<file path="src/rtl/pwm_cntr.sv">
// rtl/pwm_cntr.sv - free-running PWM generator with programmable frequency and per-mille duty
// Only clk is needed: an internal step prescaler derives the 1/1000-period step.
module pwm_cntr #(
   parameter int SYS_FREQ   = 125,
   parameter int DUTY_STEPS = 1000
) (
   input  logic        clk,
   input  logic        reset_p,
   output logic        pwm,
   input  logic [13:0] pwm_freq,
   input  logic [9:0]  duty
);

   localparam logic [26:0] REAL_SYS_FREQ = 27'(SYS_FREQ * 1_000_000);
   localparam logic [26:0] STEPS_27      = 27'(DUTY_STEPS);
   localparam logic [9:0]  DUTY_MAX      = 10'(DUTY_STEPS);
   localparam logic [9:0]  DUTY_LAST     = 10'(DUTY_STEPS - 1);

   logic [26:0] freq_x_steps;
   logic [26:0] divisor;
   logic [26:0] step_quot;
   logic [26:0] step_len;
   logic [26:0] step_cnt_q, step_cnt_d;
   logic [9:0]  duty_cnt_q, duty_cnt_d;
   logic [9:0]  duty_eff;
   logic        pwm_q, pwm_d;
   logic        freq_off;
   logic        tick;

   // The divisor is steered away from zero when disabled; its quotient is unused then.
   always_comb begin
      freq_off     = (pwm_freq == 14'd0);
      freq_x_steps = 27'(pwm_freq) * STEPS_27;
      divisor      = freq_off ? STEPS_27 : freq_x_steps;
      step_quot    = REAL_SYS_FREQ / divisor;
      step_len     = (step_quot == 27'd0) ? 27'd1 : step_quot;
      duty_eff     = (duty >= DUTY_MAX) ? DUTY_MAX : duty;
      tick         = (step_cnt_q >= step_len - 27'd1);
   end

   always_comb begin
      step_cnt_d = step_cnt_q;
      duty_cnt_d = duty_cnt_q;
      pwm_d      = 1'b0;
      if (freq_off) begin
         step_cnt_d = 27'd0;
         duty_cnt_d = 10'd0;
         pwm_d      = 1'b0;
      end else begin
         step_cnt_d = tick ? 27'd0 : step_cnt_q + 27'd1;
         if (tick) begin
            duty_cnt_d = (duty_cnt_q == DUTY_LAST) ? 10'd0 : duty_cnt_q + 10'd1;
         end
         pwm_d = (duty_cnt_q < duty_eff);
      end
   end

   always_ff @(posedge clk or posedge reset_p) begin
      if (reset_p) begin
         step_cnt_q <= 27'd0;
         duty_cnt_q <= 10'd0;
         pwm_q      <= 1'b0;
      end else begin
         step_cnt_q <= step_cnt_d;
         duty_cnt_q <= duty_cnt_d;
         pwm_q      <= pwm_d;
      end
   end

   assign pwm = pwm_q;

endmodule

</file>
<file path="config.mk">
export PLATFORM = sky130hd
export DESIGN_NAME = pwm_cntr
export DESIGN_NICKNAME = d
export VERILOG_FILES = /design/src/rtl/pwm_cntr.sv
export SDC_FILE = /design/constraint.sdc
export NUM_CORES = 1
export LEC_CHECK = 0
export CAP_MARGIN = 30
export CORE_MARGIN = 5
export CORE_UTILIZATION = 65
export DETAILED_ROUTE_END_ITERATION = 8
export PLACE_DENSITY = 0.8
export SYNTH_ARGS = -nofsm -noshare
export SYNTH_HDL_FRONTEND = slang
export SYNTH_SLANG_ARGS = --single-unit
</file>
<file path="constraint.sdc">
create_clock -name clk -period 4.95 [get_ports clk]
set_input_delay 0.99 -clock clk [delete_from_list [all_inputs] [get_ports clk]]
set_output_delay 0.99 -clock clk [all_outputs]
set_load 0.005 [all_outputs]
</file>
==> impl_metrics.env, run 1 <==
export IMPL_clockBufferDepth=2
export IMPL_dpl_cell_area_sq_mm=0.03250
export IMPL_synth_seq_cells=38
export IMPL_netlist_instances=3024
export IMPL_yosysTopAreaCellShare=0.2076
export IMPL_fp_dieH_um=194.2
export IMPL_rows=67
export IMPL_synth_nets=3465
export IMPL_firstError="[ERROR DPL-0038] Utilization greater than 100%, impossible to legalize"
export IMPL_synth_main_ff_cell="dfrtp_1"
export IMPL_synth_seq_area_share=0.04310
export IMPL_cts_sinks=38
export IMPL_die_x_um=194.2
export IMPL_cts_resized=594
export IMPL_synth_cell_types=105
export IMPL_place_congestion=1.120
export IMPL_ys_warn_count=0
export IMPL_dp_final_hpwl_mm=100.9
export IMPL_syn_area_per_cell_sq_um=7.295
export IMPL_synth_area_leaders="ha_1, xnor2_1, nor2_1"
export IMPL_synth_enable_flop_cells=0
export IMPL_netlist_area_sq_mm=0.02206
export IMPL_port_buffers=26
export IMPL_htreeDepth=2
export IMPL_start_util=0.6579
export IMPL_stop_stage="clock tree synthesis"
export IMPL_cts_root_buf="clkbuf_16"
export IMPL_status="stopped before the end"
export IMPL_post_cts_setup_buffers=197
export IMPL_place_ws_ns=-51.27
export IMPL_yosysTopAreaCell="ha_1"
export IMPL_ioPinCount=27
export IMPL_hold_buffers=0
export IMPL_cts_inserted_buffers=5
export IMPL_synthArstFlopShare=1.000
-- cell usage after synthesis, drive strengths merged (18+ instances only) --
cell and count:
nor3 82, o21ai 173, a21oi 229, nand4 48
fa 49, o211ai 32, buf 35, nor4 19
nand3 85, xor2 85, nor2b 24, a21o 116
nand2b 44, inv 155, nand2 274, xnor2 137
o31ai 24, a211o 18, or2 30, dfrtp 38
ha 366, or3 22, and2 21, mux2 72
o21bai 23, a31oi 42, and3 47, a211oi 46
clkbuf 51, o21a 78, nor2 311
-- per-stage QoR --
stage | util | instances
floorplan | - | 3024
global placement | 0.9693 | 4588
detailed placement | 0.9693 | 4588
-- cell families after synthesis --
kind of cell	Yosys count	share of synthesized area
simple gates	1054	0.2283
compound gates	967	0.3013
fa+ha+maj	415	0.2520
buf+inv	241	0.04288
xor+xnor	223	0.08916
mux	86	0.04327
flops	38	0.04310
==> run 2, diff against run 1 <==
--- a/config.mk
+++ b/config.mk
@@ -7,9 +7,9 @@
 export LEC_CHECK = 0
 export CAP_MARGIN = 30
 export CORE_MARGIN = 5
-export CORE_UTILIZATION = 65
+export CORE_UTILIZATION = 40
 export DETAILED_ROUTE_END_ITERATION = 8
-export PLACE_DENSITY = 0.8
+export PLACE_DENSITY_LB_ADDON = 0.15
 export SYNTH_ARGS = -nofsm -noshare
 export SYNTH_HDL_FRONTEND = slang
 export SYNTH_SLANG_ARGS = --single-unit
==> run 2 against run 1 <==
Effect of this change: synthesized cell count did not move; the flow now finishes, with violations (negative setup slack); synthesized area did not move.
==> impl_metrics.env, run 2 <==
export IMPL_critPathLaunchType="input port"
export IMPL_synth_most_common_cell="ha_1"
export IMPL_diodes=0
export IMPL_critPathMaxStageDelay_ns=0.57
export IMPL_grt_ovfl_total=0
export IMPL_cts_inserted_buffers=5
export IMPL_finClkSkew_ns=0.004120
export IMPL_routedWlPerCell_um=21.16
export IMPL_cp_end_kind="register"
export IMPL_place_ws_ns=-48.74
export IMPL_critPathBufInv=47
export IMPL_setup_viol=37
export IMPL_cp_max_fo=16
export IMPL_regMostFlops="step_cnt_q"
export IMPL_track_usage=0.3390
export IMPL_violations="negative setup slack"
export IMPL_route_detailed_drc=0
export IMPL_synth_nets=3465
export IMPL_arrival_ns=51.66
export IMPL_status="finished, violations left"
export IMPL_rsz0062_at_grt="yes"
export IMPL_cts_tree="done"
export IMPL_r2r_end="duty_cnt_q[1]"
export IMPL_dpl_cell_area_sq_mm=0.03306
export IMPL_crit_slowest_cell="fa_2"
export IMPL_drtIter0Drc=2314
export IMPL_synth_cell_types=105
export IMPL_clock_latency_ns=0.28
export IMPL_rrSetupSlack_ns=1.24
export IMPL_clockBufferDepth=2
export IMPL_core_area_sq_mm=0.05488
export IMPL_syn_area_per_cell_sq_um=7.295
export IMPL_rr_worst_depth=17
export IMPL_dr_pass1_iters=7
export IMPL_synth_seq_area_share=0.04310
export IMPL_met3_usage=0.03985
export IMPL_mostFrequentLayoutCell="buf_4"
export IMPL_grt_first_pass_wirelength_mm=165.3
export IMPL_path_delay_family="compound AO/OA/AOI/OAI gates"
export IMPL_path_common_cell="buf_4"
export IMPL_synth_common_cells="ha_1, nor2_1, nand2_1, a21oi_1, o21ai_0"
export IMPL_avgViaCountPerCell=5.851
export IMPL_finish_utilization=0.7090
export IMPL_holdPathStages=1
export IMPL_start_util=0.4020
export IMPL_netlist_instances=3024
export IMPL_synth_area_leaders="ha_1, xnor2_1, nor2_1"
export IMPL_rows=86
export IMPL_port_buffers=26
export IMPL_layout_common_cells="buf_4, ha_1, nand2_1"
export IMPL_syn_to_final_growth_pct=76.36
export IMPL_fp_dieH_um=244.8
export IMPL_largest_reg_flops=27
export IMPL_die_area_sq_mm=0.05995
export IMPL_drive_gt1_frac=0.4974
export IMPL_holdPathEnd="step_cnt_q[0]"
export IMPL_htreeDepth=2
export IMPL_grt_busiest_layer="met2"
export IMPL_cts_sinks=38
export IMPL_netlist_area_sq_mm=0.02206
export IMPL_ys_warn_count=0
export IMPL_synth_main_ff_cell="dfrtp_1"
export IMPL_die_x_um=244.8
export IMPL_min_path_type="register to register"
export IMPL_timing_final_crit_share=10.40
export IMPL_grt_max_degree=39
export IMPL_synth_seq_cells=38
export IMPL_clk_pin_slew_ns=0.06
export IMPL_tightestPinTransition_ns=0.9556
export IMPL_worstReg2RegStart="step_cnt_q[1]"
export IMPL_met2_usage=0.5722
export IMPL_yosysTopAreaCell="ha_1"
export IMPL_setup_ws_ns=-46.54
export IMPL_min_from="step_cnt_q[0]"
export IMPL_ioPinCount=27
export IMPL_ant_nets=0
export IMPL_final_area_sq_mm=0.03891
export IMPL_hold_violations=0
export IMPL_hold_buffers=0
export IMPL_nNetsFinal=4941
export IMPL_grt_pass1_vias=30400
export IMPL_place_congestion=1.026
export IMPL_met1_usage=0.4457
export IMPL_cts_root_buf="clkbuf_16"
export IMPL_relSlewSlack=0.3587
export IMPL_yosysTopAreaCellShare=0.2076
export IMPL_antenna_found_initial=1
export IMPL_fin_crit_ns=51.49
export IMPL_synth_enable_flop_cells=0
export IMPL_maxCapViolations=0
export IMPL_critPathKind="input port to register"
export IMPL_dp_final_hpwl_mm=81.49
export IMPL_vias=30450
export IMPL_wirelength_mm=110.2
export IMPL_max_freq_ghz=0.01942
export IMPL_crit_required_ns=5.11
export IMPL_drv_slew=0
export IMPL_synthArstFlopShare=1.000
==> run 2: cell counts after synthesis <==
Identical to the previous run, type by type.
==> run 2: kinds of logic after synthesis <==
family          share of synthesized area
simple gates                       0.2283
compound gates                     0.3013
fa+ha+maj                          0.2520
buf+inv                           0.04288
xor+xnor                          0.08916
mux                               0.04327
flops                             0.04310
==> run 2: timing repair <==
| action | CTS | global route |
|---|---|---|
| setup endpoints to repair | 37 | 37 |
| cloned | 3 | 4 |
| buffers inserted | 234 | 88 |
| gates resized for setup | 347 | 323 |
| pin swaps | 263 | 217 |
==> run 2: area by class of cell <==
type                            count  area [sq um]
Multi-Input combinational cell   2745         24250
Clock buffer                        6         138.9
Clock inverter                      2         12.51
Tap cell                          704         880.8
Fill cell                        4308         15970
Timing Repair Buffer             1555         12060
Inverter                          155         605.6
Sequential cell                    38         950.9
==> run 2: how the worst max path moves through the flow <==
stage / endpoint / slack, ns / startpoint / depth (start not counted)
after floorplan: duty_cnt_q[1] / -45.21 / pwm_freq[7] / 263
after global placement: duty_cnt_q[1] / -47.84 / pwm_freq[7] / 250
after detailed placement: duty_cnt_q[1] / -48.74 / pwm_freq[7] / 246
after CTS: duty_cnt_q[1] / -45.08 / pwm_freq[3] / 255
after global routing: duty_cnt_q[1] / -48.37 / pwm_freq[3] / 262
final: duty_cnt_q[1] / -46.54 / pwm_freq[0] / 264
==> run 2: metal layers <==
metal | up-vias | share of wire
met5 | - | 0.00012
met4 | 2 | 0.050
met3 | 368 | 0.072
met2 | 1279 | 0.46
met1 | 14630 | 0.42
li1 | 14180 | -
==> run 2: stage by stage <==
step                      hold slack [ns]  setup TNS [ns]  cells
after floorplan                    0.4644        -1668.93   3024
after global placement             0.4953        -1765.56   4876
after detailed placement           0.5085        -1799.11   4876
after CTS                          0.5249        -1666.27   5116
after global routing               0.5726        -1785.43   5205
final                              0.5485        -1718.02   5205
Power of run 2 is not shown: default switching activity piles up to over one toggle a cycle in this logic, so the estimate is an artifact.
